[src/rtl/encoder_conditioner.sv]
// Front end for one HB3 encoder. It synchronises and glitch-filters SA/SB, then produces the
// filtered levels, an SA rising-edge strobe, the quadrature direction and a saturating glitch count.
module encoder_conditioner #(
    parameter int SYNC_STAGES   = 2,
    parameter int FILTER_CYCLES = 16,
    parameter int GLITCH_CNT_W  = 16
) (
    input  logic                    clock,
    input  logic                    system_reset,
    input  logic                    sa_raw,
    input  logic                    sb_raw,
    input  logic                    clear_glitch,
    output logic                    encoder_data,
    output logic                    sb_filt,
    output logic                    rise_strobe,
    output logic                    direction,
    output logic [GLITCH_CNT_W-1:0] glitch_count
);

    localparam int CNT_W = $clog2(FILTER_CYCLES) + 1;
    localparam int SUM_W = GLITCH_CNT_W + 1;
    localparam logic [CNT_W-1:0] CNT_LAST = CNT_W'(FILTER_CYCLES - 1);

    // Index 0 is channel A (SA), index 1 is channel B (SB).
    logic [SYNC_STAGES-1:0]  sync_a_r;
    logic [SYNC_STAGES-1:0]  sync_b_r;
    logic [1:0]              sample_s;
    logic [1:0]              filt_r;
    logic [CNT_W-1:0]        cnt_r      [2];
    logic [CNT_W-1:0]        cnt_next_s [2];
    logic [1:0]              filt_next_s;
    logic [1:0]              glitch_s;
    logic                    rise_strobe_r;
    logic                    direction_r;
    logic [GLITCH_CNT_W-1:0] glitch_count_r;
    logic [SUM_W-1:0]        glitch_sum_s;

    assign sample_s = {sync_b_r[SYNC_STAGES-1], sync_a_r[SYNC_STAGES-1]};

    // Filter next-state: a run of differing samples that ends before the threshold is a glitch.
    always_comb begin
        for (int i = 0; i < 2; i++) begin
            filt_next_s[i] = filt_r[i];
            cnt_next_s[i]  = {CNT_W{1'b0}};
            glitch_s[i]    = 1'b0;
            if (sample_s[i] == filt_r[i]) begin
                glitch_s[i] = (cnt_r[i] != {CNT_W{1'b0}});
            end else if (cnt_r[i] == CNT_LAST) begin
                filt_next_s[i] = sample_s[i];
            end else begin
                cnt_next_s[i] = cnt_r[i] + CNT_W'(1);
            end
        end
    end

    // The extra top bit of the sum flags an overflow, so the count saturates instead of wrapping.
    always_comb begin
        glitch_sum_s = {1'b0, glitch_count_r} + SUM_W'(glitch_s[0]) + SUM_W'(glitch_s[1]);
    end

    // Synchronisers, filter state and all registered outputs.
    always_ff @(posedge clock) begin
        if (system_reset) begin
            sync_a_r       <= {SYNC_STAGES{1'b0}};
            sync_b_r       <= {SYNC_STAGES{1'b0}};
            filt_r         <= 2'b00;
            cnt_r[0]       <= {CNT_W{1'b0}};
            cnt_r[1]       <= {CNT_W{1'b0}};
            rise_strobe_r  <= 1'b0;
            direction_r    <= 1'b0;
            glitch_count_r <= {GLITCH_CNT_W{1'b0}};
        end else begin
            sync_a_r      <= {sync_a_r[SYNC_STAGES-2:0], sa_raw};
            sync_b_r      <= {sync_b_r[SYNC_STAGES-2:0], sb_raw};
            filt_r        <= filt_next_s;
            cnt_r[0]      <= cnt_next_s[0];
            cnt_r[1]      <= cnt_next_s[1];
            rise_strobe_r <= ~filt_r[0] & filt_next_s[0];
            // Direction samples the SB level from before this edge, even if SB also changes now.
            if (~filt_r[0] & filt_next_s[0]) begin
                direction_r <= ~filt_r[1];
            end else begin
                direction_r <= direction_r;
            end
            if (clear_glitch) begin
                glitch_count_r <= {GLITCH_CNT_W{1'b0}};
            end else if (glitch_sum_s[GLITCH_CNT_W]) begin
                glitch_count_r <= {GLITCH_CNT_W{1'b1}};
            end else begin
                glitch_count_r <= glitch_sum_s[GLITCH_CNT_W-1:0];
            end
        end
    end

    assign encoder_data = filt_r[0];
    assign sb_filt      = filt_r[1];
    assign rise_strobe  = rise_strobe_r;
    assign direction    = direction_r;
    assign glitch_count = glitch_count_r;

endmodule

[config.mk]
export PLATFORM = sky130hd
export DESIGN_NAME = encoder_conditioner
export DESIGN_NICKNAME = d
export VERILOG_FILES = /design/src/rtl/encoder_conditioner.sv
export SDC_FILE = /design/constraint.sdc
export NUM_CORES = 1
export LEC_CHECK = 0
export ABC_AREA = 1
export BUFFER_PORTS_ARGS = -buffer_cell sky130_fd_sc_hd__buf_2
export CORE_MARGIN = 5
export CORE_UTILIZATION = 35
export DETAILED_ROUTE_END_ITERATION = 12
export PLACE_DENSITY = 0.51
export SLEW_MARGIN = 15
export SYNTH_ARGS = -nofsm -noshare
export SYNTH_HDL_FRONTEND = slang
export SYNTH_SLANG_ARGS = --single-unit
[constraint.sdc]
create_clock -name clock -period 2.9 [get_ports clock]
set_input_delay 0.58 -clock clock [delete_from_list [all_inputs] [get_ports clock]]
set_output_delay 0.58 -clock clock [all_outputs]
set_load 0.01 [all_outputs]
After elaboration in Yosys (flattened, before gate mapping) --
Memories as Yosys holds them, arrays and structs flattened. Cells that the tools add are included.
Word-level totals: bits in writable memories 10, output and inout port bits 20, bits in read-only memories 0, logic and storage cells 40, memories 1, flip-flop bits (word level) 24, bits in latches 0, input port bits 5
Memory list:
- cnt_r | words 2, width 5, rd ports 2, clocked after Yosys merged registers in 0, write ports 2, line 29 | logic [CNT_W-1:0] cnt_r [2];
Cells by class: eq/ne operators 4, muxes and demuxes 14, $add $sub $neg 4, bitwise logic cells 6, divide/modulo/power cells 0, magnitude comparators 0, multipliers 0, reduce and logical (&&, ||, !) cells 4, shifts and indexed selects 0
Operator list (number):
- $mux 5 | 6
- $add 16x1->17 | 1
- $add 17x1->17 | 1
- $mux 16 | 1
- $add 5x1->5 const B | 2
- $eq 5x4->1 const B | 2
- $reduce_bool 5->1 | 2
- $mux 1 | 7
- $not 1->1 | 3
- $eq 1x1->1 | 2
- $or 1x1->1 | 2
- $reduce_and 2->1 | 1
- $reduce_or 2->1 | 1
- $and 1x1->1 | 1

Logic depth before layout (Yosys ltp) --
Gate-level depths: netlist of run 1.
depth in word-level cells 5, mapped depth 15, depth with buffers taken out 14

Least setup slack after synthesis of run 1 --
No wires, ideal clock.
path kind register -> register, start point memory cnt_r[0][5] (netlist name), end point register glitch_count_r[14] (netlist: glitch_count[14]), required time 2.844 ns, path slack 0.685 ns, arrival 2.159 ns, cell stages (with the launch flop) 16, path buffers 1, path through dfxtp_1 inv_1 ha_1 a31o_2 fa_1 inv_1 ha_1 nand3_2 inv_2 nand2_4 nor2_4 nand2_4 buf_6 nand3_2 nand2_1 inv_1
RTL lines:
- start, declared | line 29
- end signal, assigned | line 71 | glitch_count_r <= {GLITCH_CNT_W{1'b0}};
- end signal, assigned | line 86 | glitch_count_r <= {GLITCH_CNT_W{1'b0}};
- end signal, assigned | line 88 | glitch_count_r <= {GLITCH_CNT_W{1'b1}};
- end, declared | line 35 | logic [GLITCH_CNT_W-1:0] glitch_count_r;

==> results of run 1 <==
==> synth_stat cells <==
cell type / n / area share
a211oi_1: 1 / 0.0045
a21oi_1: 8 / 0.024
a21oi_2: 4 / 0.021
a31o_2: 2 / 0.011
buf_2: 1 / 0.0030
buf_6: 1 / 0.0068
clkinv_1: 1 / 0.0023
dfxtp_1: 34 / 0.41
fa_1: 1 / 0.012
ha_1: 7 / 0.053
inv_1: 41 / 0.093
inv_2: 2 / 0.0045
nand2_1: 28 / 0.064
nand2_2: 2 / 0.0076
nand2_4: 2 / 0.014
nand3_1: 15 / 0.045
nand3_2: 2 / 0.012
nand3b_1: 1 / 0.0045
nand4_1: 1 / 0.0038
nor2_1: 30 / 0.068
nor2_4: 3 / 0.020
nor2_8: 1 / 0.012
nor3_4: 1 / 0.0098
nor3b_1: 2 / 0.0091
o21a_1: 1 / 0.0045
o21ai_0: 7 / 0.021
or2_2: 1 / 0.0038
xnor2_1: 2 / 0.011
xor2_1: 8 / 0.042
==> metal layers <==
layer / routed length, um / part of all wire
met5: 0 / 0
met4: 63 / 0.020
met3: 134 / 0.042
met2: 1490 / 0.47
met1: 1480 / 0.47
==> layout by cell type (no fill, tap or decap), types with 3 or more instances in the layout <==
cell type | synthesis | final
a21oi_1 | 8 | 8
a21oi_2 | 4 | 4
buf_2 | 1 | 24
clkbuf_8 | 0 | 6
dfxtp_1 | 34 | 34
ha_1 | 7 | 7
inv_1 | 41 | 41
nand2_1 | 28 | 28
nand3_1 | 15 | 15
nor2_1 | 30 | 30
nor2_4 | 3 | 3
o21ai_0 | 7 | 7
xor2_1 | 8 | 8
==> per-stage QoR <==
step | area [um^2] | cells
final | 1970 | 294
after global routing | 1970 | 294
after CTS | 1970 | 294
after detailed placement | 1820 | 286
after global placement | 1820 | 286
after floorplan | 1650 | 210
==> logic make-up (layout without fill, tap and decap cells) <==
logic type | Yosys count | in the layout | share of synthesized area
simple gates | 89 | 89 | 0.274
flops | 34 | 34 | 0.412
buf+inv | 46 | 76 | 0.110
fa+ha+maj | 8 | 8 | 0.0651
compound gates | 23 | 23 | 0.0863
xor+xnor | 10 | 10 | 0.0530
==> sequential cells by signal (all words and copies together) (netlist names) <==
signal        count
direction         1
glitch_count     16
sync_a_r          2
rise_strobe       1
filt_r            2
cnt_r            10
sync_b_r          2
==> power breakdown <==
group | leakage [uW] | switching [uW] | internal, uW
sequential | 0.000275 | 2.32 | 471
clock | 0.0000714 | 171 | 367
combinational | 0.000579 | 15.0 | 7.82
total | 0.000925 | 188 | 845
==> worst paths after layout <==
| check | start | endpoint | slack (ps) | depth (start not counted) |
|---|---|---|---|---|
| hold reg to reg | sync_a_r[0] | sync_a_r[1] | 410 | 2 |
| setup reg to reg | cnt_r[0][5] | glitch_count[10] | 520 | 14 |
| hold / removal | sync_a_r[0] | sync_a_r[1] | 410 | 2 |
| setup / recovery | cnt_r[0][5] | glitch_count[10] | 520 | 14 |
==> area by class of cell <==
class,count,area share
clock buffer,6,0.0420
sequential,34,0.346
clock inverter,2,0.0305
inverter,44,0.0840
tap,54,0.0344
multi-input combinational,130,0.402
timing repair buffer,24,0.0611
==> worst max-delay path: stages (launching register included) <==
cell     delay, ps
dfxtp_1        370
inv_1           60
ha_1           190
a31o_2         240
fa_1           400
inv_1           90
ha_1           200
nand3_2        130
inv_2           90
nand2_4         60
nor2_4         120
nand2_4        150
nand3_1        130
nand2_1         50
inv_1           40
==> metrics.md, run 1 <==
| Metric | Value |
|---|---|
| Antenna viol nets, final | 0 |
| Initial DRC Count | between 50 and 60 |
| Max-slew headroom | 0.796 |
| RSZ-0062 raised after global routing | no |
| Status | finished clean |
| Initial Utilization | 0.355 |
| Max clock buf depth | 2 |
| Pwr per Cell Area | 525 mW/mm^2 |
| DP Wirelength | ~2.4 mm |
| Routed len/inst | 10.8 um |
| Power Total | between 1000 and 1500 uW |
| HP Class | reg -> reg |
| Post-CTS setup buffer count | 0 |
| Total track usage | 0.115 |
| Storage cell area | roughly 680 um^2 |
| Dpl ws | 513 ps |
| Yosys warns | 0 |
| Cell Area, Synth | ~0.0017 mm^2 |
| Fillers | 498 |
| Ant diodes | 0 |
| Final Worst Setup Slack | 517 ps |
| Crit Path Max Fanout | 15 |
| Crit start category | flop |
| Total negative slack | 0 ps |
| Worst hold slack | approximately 400 ps |
| Worst-Margin Slew | approximately 300 ps |
| Syn Nets | 223 |
| Seq cells post-synth | 34 |
| Hold Fails Final Rpt | 0 |
| Footprint of the multi-input gates | around 790 um^2 |
| H-Tree Level Count | 2 |
| Number of global-route vias before repair | 1338 |
| Crit path kind | reg -> reg |
| Final Cycle Share | 0.822 |
| Layout cell share with drive strength beyond 1 | 0.217 |
| Post-CTS Hold Buffers | 0 |
| PortBufs | 24 |
| Gr ovfl total | 0 |
| Setup Skew | 3.92 ps |
| Worst IR Drop VDD | around 0.00026 V |
| GR Util met2 | 0.200 |
| Routed WL | roughly 3.2 mm |
| Sequential-to-total area share from yosys stat | 0.412 |
| Post_cts resized | 0 |
| P&R area growth vs syn | 19.0% |
| Die area | 0.00620 mm^2 |
| Met3 usage | 0.0363 |
| Worst-path clk slew | 70 ps |
| Fmax | ~420 MHz |
| Post-synthesis cell count | 210 |
| Largest net degree at the start of global routing | 16 |
| Clock Sinks | 34 |
| Final Max Tran Viols | 0 |
| Std-Cell Core Area | ~0.0047 mm^2 |
| Gpl congestion | around 0.76 |
| DIE WIDTH | 78.7 um |
| Fin util | 0.422 |
| CTS root buf | clkbuf_8 |
| Antenna violations before repair | 0 |
| CTS tree | done |
| First-pass iteration count of the detailed router | 4 |
| Core Rows | 25 |
| Met1 usage | 0.129 |
| Skew-Pair Late Insertion Delay | between 200 and 300 ps |
| Min Tclk post-route | around 2400 ps |
| Worst setup EP type | flop |
| Post-route DRC | 0 |
| Detailed-route via count | between 1000 and 1500 |
| Final #Nets | roughly 250 |
| WP data arrival | between 2000 and 3000 ps |
| IO Pins | 25 |
| Max_cap viols | 0 |
| Syn_area_per_cell | 7.87 um^2 |
| Total CTS buffers | 5 |
| Leakage power total | just over 0.0009 uW |
| First-pass GRT wire length | between 5 and 6 mm |
| Count of final setup violators | 0 |
| Die Height | between 70 and 80 um |
| Worst Path Required | about 3100 ps |
| Gr busiest metal | met2 |
| DR vias/cell | 4.52 |
| Count of cell types in the netlist | 29 |
(Power assumes the default switching activity.)
==> run 2, diff against run 1 <==
Clock period 2.9 ns to 2.5 ns, I/O delays scaled along.
==> run 2 against run 1 <==
  * Worst setup slack lost 330 ps
  * Non-clock buffer count is the same
  * Die area is the same
  * First-iteration DRC count shrank 15%
  * Sequential share of layout area shrank 0.39 points
  * Final cell count grew 0.34%
  * Wire length grew 0.98%
  * Clock power grew 17%
  * Global-route usage grew 0.13 points
  * Critical path type unchanged
  * Largest cell class unchanged
  * Largest power group unchanged
==> metrics.md, run 2 (synthesis results as in run 1) <==
| Metric | Value |
|---|---|
| Crit Path Max Fanout | 8 |
| Antenna violations before repair | 0 |
| Max_cap viols | 0 |
| Worst Path Required | roughly 2700 ps |
| Count of final setup violators | 0 |
| Layout cell share with drive strength beyond 1 | 0.232 |
| Ant diodes | 0 |
| Initial DRC Count | 45 |
| Antenna viol nets, final | 0 |
| Min Tclk post-route | approximately 2300 ps |
| Fmax | about 430 MHz |
| HP Class | reg -> reg |
| First-pass GRT wire length | around 5.7 mm |
| Worst setup EP type | flop |
| Crit path kind | reg -> reg |
| Commonest cells after routing, fill and taps aside | inv_1, dfxtp_1, nor2_1 |
| Initial Utilization | 0.355 |
| Final Max Tran Viols | 0 |
| Number of global-route vias before repair | between 1000 and 1500 |
| Pwr per Cell Area | between 600 and 700 mW/mm^2 |
| Setup Skew | ~5.5 ps |
| Routed WL | 3.21 mm |
| Post-route DRC | 0 |
| CTS tree | done |
| Skew-Pair Late Insertion Delay | around 290 ps |
| Routed len/inst | approximately 11 um |
| Clock Sinks | 34 |
| WP data arrival | between 2000 and 3000 ps |
| DIE WIDTH | slightly below 80 um |
| Crit start category | flop |
| Power Total | 1200 uW |
| RSZ-0062 raised after global routing | no |
| First-pass iteration count of the detailed router | 4 |
| Commonest non-fill, non-tap cell in the layout | inv_1 |
| DP Wirelength | between 2 and 2.5 mm |
| Die Height | roughly 79 um |
| Largest net degree at the start of global routing | 16 |
| Total CTS buffers | 5 |
| Max-slew headroom | 0.757 |
| Post-CTS Hold Buffers | 0 |
| H-Tree Level Count | 2 |
| P&R area growth vs syn | 20.6% |
| Worst-path clk slew | approximately 70 ps |
| Final Cycle Share | 0.923 |
| Gpl congestion | approximately 0.76 |
| Fillers | between 400 and 500 |
| Detailed-route via count | between 1000 and 1500 |
| Hold Fails Final Rpt | 0 |
| Total negative slack | 0 ps |
| PortBufs | 24 |
| Std-Cell Core Area | 0.00466 mm^2 |
| Gr ovfl total | 0 |
| Max clock buf depth | 2 |
| IO Pins | 25 |
| Number of flip-flops in the largest register | 16 |
| Leakage power total | around 0.00092 uW |
| Core Rows | 25 |
| Status | finished clean |
| Worst IR Drop VDD | 0.000309 V |
| CTS root buf | clkbuf_8 |
| Total track usage | 0.117 |
| Worst-Margin Slew | 363 ps |
| DR vias/cell | roughly 4.5 |
| Die area | around 0.0062 mm^2 |
| Final #Nets | 253 |
## run 2: cell types whose count changed in the layout (fill, tap and decap cells not counted), sizes merged
| cell | delta |
|---|---|
| nand2 | +1 |
## run 2: path summary, 6_finish.rpt
path / from / end / slack, ps / depth (start not counted)
worst min-delay path: sync_a_r[0] / sync_a_r[1] / 410 / 2
worst max-delay path: cnt_r[0][5] / glitch_count[10] / 190 / 14
worst min register to register: sync_a_r[0] / sync_a_r[1] / 410 / 2
worst max register to register: cnt_r[0][5] / glitch_count[10] / 190 / 14
## run 2: final cells by class
cell class	instances	area, um^2	share of cell area
Multi-Input combinational cell	131	816	0.409
Timing Repair Buffer	24	120	0.0603
Sequential cell	34	682	0.342
Tap cell	54	67.6	0.0339
Clock buffer	6	82.6	0.0414
Clock inverter	2	60.1	0.0301
Inverter	44	165	0.0829
## run 2: critical path, cell delays in order (launching register included)
cell,delay [ps]
dfxtp_2,350
inv_1,40
ha_1,180
a31o_2,240
fa_2,360
inv_1,90
ha_2,190
nand3_2,120
inv_2,90
nand2_4,60
nor2_4,230
nand2_8,100
nand3_1,100
nand2_1,50
inv_1,40
## run 2: routing by layer
metal / vias up / share of wire / wire [um] / global-route usage
li1: 709 / - / - / -
met1: 590 / 0.45 / 1460 / 0.132
met2: 24 / 0.48 / 1550 / 0.203
met3: 5 / 0.047 / 150 / 0.0363
met4: 0 / 0.015 / 48 / 0.0472
met5: - / 0 / 0 / 0
## run 2: report_power, final
part | total, uW | internal (uW) | switching [uW] | leakage [uW]
logic | 26.3 | 9.16 | 17.2 | 0.000577
clock network | 627 | 425 | 201 | 0.0000714
registers | 549 | 546 | 2.67 | 0.000275
## run 2: what timing repair did
| action | CTS | global route |
|---|---|---|
| endpoints found under the setup margin | 0 | 12 |
| setup buffers | 0 | 0 |
| gates resized for setup | 0 | 4 |
## run 2: metrics by stage
stage	instances	area, um^2	setup WS [ps]	hold WS (ps)	utilization
after global placement	286	1820	188	404	0.391
after global routing	295	1990	30.3	433	0.428
after detailed placement	286	1820	111	398	0.391
final	295	1990	192	409	0.428
after CTS	294	1970	96.1	411	0.422
after floorplan	210	1650	285	388	-
==> run 3, diff against run 2 <==
Settings changed: ABC_AREA 1 to not set, CELL_PAD_IN_SITES_DETAIL_PLACEMENT set to 1, CELL_PAD_IN_SITES_GLOBAL_PLACEMENT set to 1, PLACE_DENSITY 0.51 to 0.65.
==> run 3 against run 2 <==
  * Sequential cell count stayed put
  * Non-clock buffer count is 3 higher
  * Combinational power decreased by 13%
  * Register-to-register slack about the same
  * Clock-buffer cell count is the same
  * Via count down 14%
  * Area after synthesis fell by 11%
  * Sequential share of layout area grew 3.8 points
  * Clock skew down 0.58 ps
  * Critical path depth down 2
  * Worst setup slack got worse by 0.74 ps
  * Clock power fell by 38%
  * Highest routed layer unchanged
==> metrics.md, run 3 <==
| Metric | Value |
|---|---|
| WL met2 | ~1.5 mm |
| Yosys warns | 0 |
| WP data arrival | 2470 ps |
| Asr flop ratio synth | 0 |
| H-Tree Level Count | 2 |
| Die Height | between 70 and 80 um |
| Status | finished clean |
| Count of final setup violators | 0 |
| Storage cell area | 681 um^2 |
| PortBufs | 24 |
| Layout cell share with drive strength beyond 1 | 0.249 |
| Skew-Pair Late Insertion Delay | ~280 ps |
| Syn_area_per_cell | about 9.5 um^2 |
| CTS root buf | clkbuf_8 |
| Largest net degree at the start of global routing | 17 |
| Syn Nets | about 170 |
| Initial DRC Count | 51 |
| Routed WL | 3.27 mm |
| Seq cells post-synth | 34 |
| CTS tree | done |
| Worst-Margin Slew | around 440 ps |
| Sequential-to-total area share from yosys stat | 0.461 |
| Top Metal Used | met4 |
| Std-Cell Core Area | 0.00406 mm^2 |
| Dpl cells | around 230 |
| Dpl ws | -24.0 ps |
| Max_cap viols | 0 |
| Fin util | 0.442 |
| Cell Area, Synth | between 0.001 and 0.0015 mm^2 |
| Ant diodes | 0 |
| Post-CTS setup buffer count | 0 |
| Antenna viol nets, final | 0 |
| Die area | between 0.005 and 0.006 mm^2 |
| Gr ovfl total | 0 |
| Antenna violations before repair | 0 |
| Crit path kind | reg -> reg |
| Final Max Tran Viols | 0 |
| Worst setup EP type | flop |
| Core Rows | 23 |
| Hold Fails Final Rpt | 0 |
| Crit Path Max Fanout | 6 |
| Initial Utilization | 0.364 |
| Top FF cell, synth | dfxtp_1 |
| Crit start category | flop |
| Fmax | 433 MHz |
| First-pass iteration count of the detailed router | 4 |
| Number of global-route vias before repair | approximately 1100 |
| Most frequent cells after synthesis | dfxtp_1, nor2_1, inv_1, a21oi_1, xnor2_1 |
| Fillers | about 470 |
| Footprint of the multi-input gates | 768 um^2 |
| Final Cycle Share | 0.924 |
| HP Class | in -> reg |
| P&R area growth vs syn | 21.3% |
| Final #Nets | between 150 and 200 |
| Leading area contributor after synthesis | dfxtp_1 |
| Total CTS buffers | 5 |
| DR WL met3 | around 190 um |
| Max clock buf depth | 2 |
| Worst Path Required | 2660 ps |
| Most area-consuming cells after synthesis | dfxtp_1, xnor2_1, ha_1, a21oi_1, nor2_1 |
| Leakage power total | roughly 0.00075 uW |
| Fin cells | ~240 |
| Total track usage | 0.125 |
| First-pass GRT wire length | about 5.3 mm |
| Number of flip-flops in the largest register | 16 |
| Worst IR Drop VDD | around 0.00028 V |
| Min Tclk post-route | ~2300 ps |
| EDFF count, synth | 0 |
| Setup Skew | between 4 and 5 ps |
| Placed inst area | roughly 0.0017 mm^2 |
| Clock Sinks | 34 |
| Max-slew headroom | 0.705 |
| Post-route DRC | 0 |
| Gpl congestion | 0.776 |
| DR vias/cell | about 4.9 |
| Pwr per Cell Area | 536 mW/mm^2 |
| Finished Cell Area | approximately 0.0018 mm^2 |
| Area share of the largest cell type after synthesis | 0.461 |
| Post-synthesis cell count | between 150 and 200 |
| DRT met1 WL | roughly 1.6 mm |
| Final Worst Setup Slack | 191 ps |
| Routed len/inst | between 10 and 15 um |
| Commonest cells after routing, fill and taps aside | dfxtp_1, buf_2, nor2_1 |
| DIE WIDTH | ~75 um |
| DP Wirelength | between 2 and 2.5 mm |
| IO Pins | 25 |
| Detailed-route via count | around 1100 |
| Most numerous cell in the Yosys netlist | dfxtp_1 |
| Worst-path clk slew | ~70 ps |
| Commonest non-fill, non-tap cell in the layout | dfxtp_1 |
| Count of cell types in the netlist | 32 |
-- run 3: final timing paths --
kind                from  cells after the start  slack, ps          endpoint
min               sb_raw                      2        430       sync_b_r[0]
max          cnt_r[0][1]                     12        190  glitch_count[10]
max reg2reg  cnt_r[0][1]                     12        190  glitch_count[10]
min reg2reg  sync_a_r[0]                      1        440       sync_a_r[1]
-- run 3: area by class of cell --
class / instances / area share
flip-flops and latches: 34 / 0.380
multi-input cells: 103 / 0.428
repair buffers: 27 / 0.0796
well taps: 50 / 0.0349
inverters: 15 / 0.0314
clock buffers: 6 / 0.0461
-- run 3: stage by stage --
| step | hold WS (ps) | total power, uW | setup TNS (ps) |
|---|---|---|---|
| 2_1_floorplan | 414 | 575 | 0 |
| 3_3_place_gp | 421 | 583 | 0 |
| 3_5_place_dp | 430 | 584 | -24.0 |
| 4_1_cts | 423 | 981 | 0 |
| 5_1_grt | 441 | 1000 | -52.2 |
| 6_report | 432 | 961 | 0 |
-- run 3: worst max-delay path, stage by stage, from the launching register on --
cell and delay [ps]:
dfxtp_1 350, inv_1 50, ha_1 180, inv_1 50, o41ai_1 70, buf_4 150
fa_1 390, inv_1 90, ha_1 220, nand3_4 160, nor3_2 240, xnor2_1 150
a21oi_1 80
-- run 3: cells by family (layout without fill, tap and decap cells) --
| kind of cell | count (synthesis) | in the layout | synth area share |
|---|---|---|---|
| XOR/XNOR | 17 | 17 | 0.101 |
| adder cells (fa/ha/maj) | 8 | 8 | 0.0728 |
| multiplexers | 1 | 1 | 0.00677 |
| flip-flops | 34 | 34 | 0.461 |
| buffers and inverters | 19 | 48 | 0.0533 |
| AND/OR/NAND/NOR | 57 | 57 | 0.226 |
| AO/OA/AOI/OAI | 20 | 20 | 0.0796 |
-- run 3: timing repair --
item / CTS / global route
gates resized for setup: 2 / 7
endpoints found under the setup margin: 8 / 16
hold endpoints to repair: 0 / 0
hold buffers: 0 / 0
pin swaps: 1 / 0
-- run 3: routing by layer --
layer | track usage | up-vias
met5 | 0 | -
met4 | 0.0474 | 0
met3 | 0.0414 | 4
met2 | 0.193 | 24
met1 | 0.162 | 534
li1 | - | 579
-- run 3: report_power, final --
group	internal, uW	switching [uW]	total, uW
combinational	9.42	13.5	22.9
clock	212	178	390
sequential	546	2.32	549
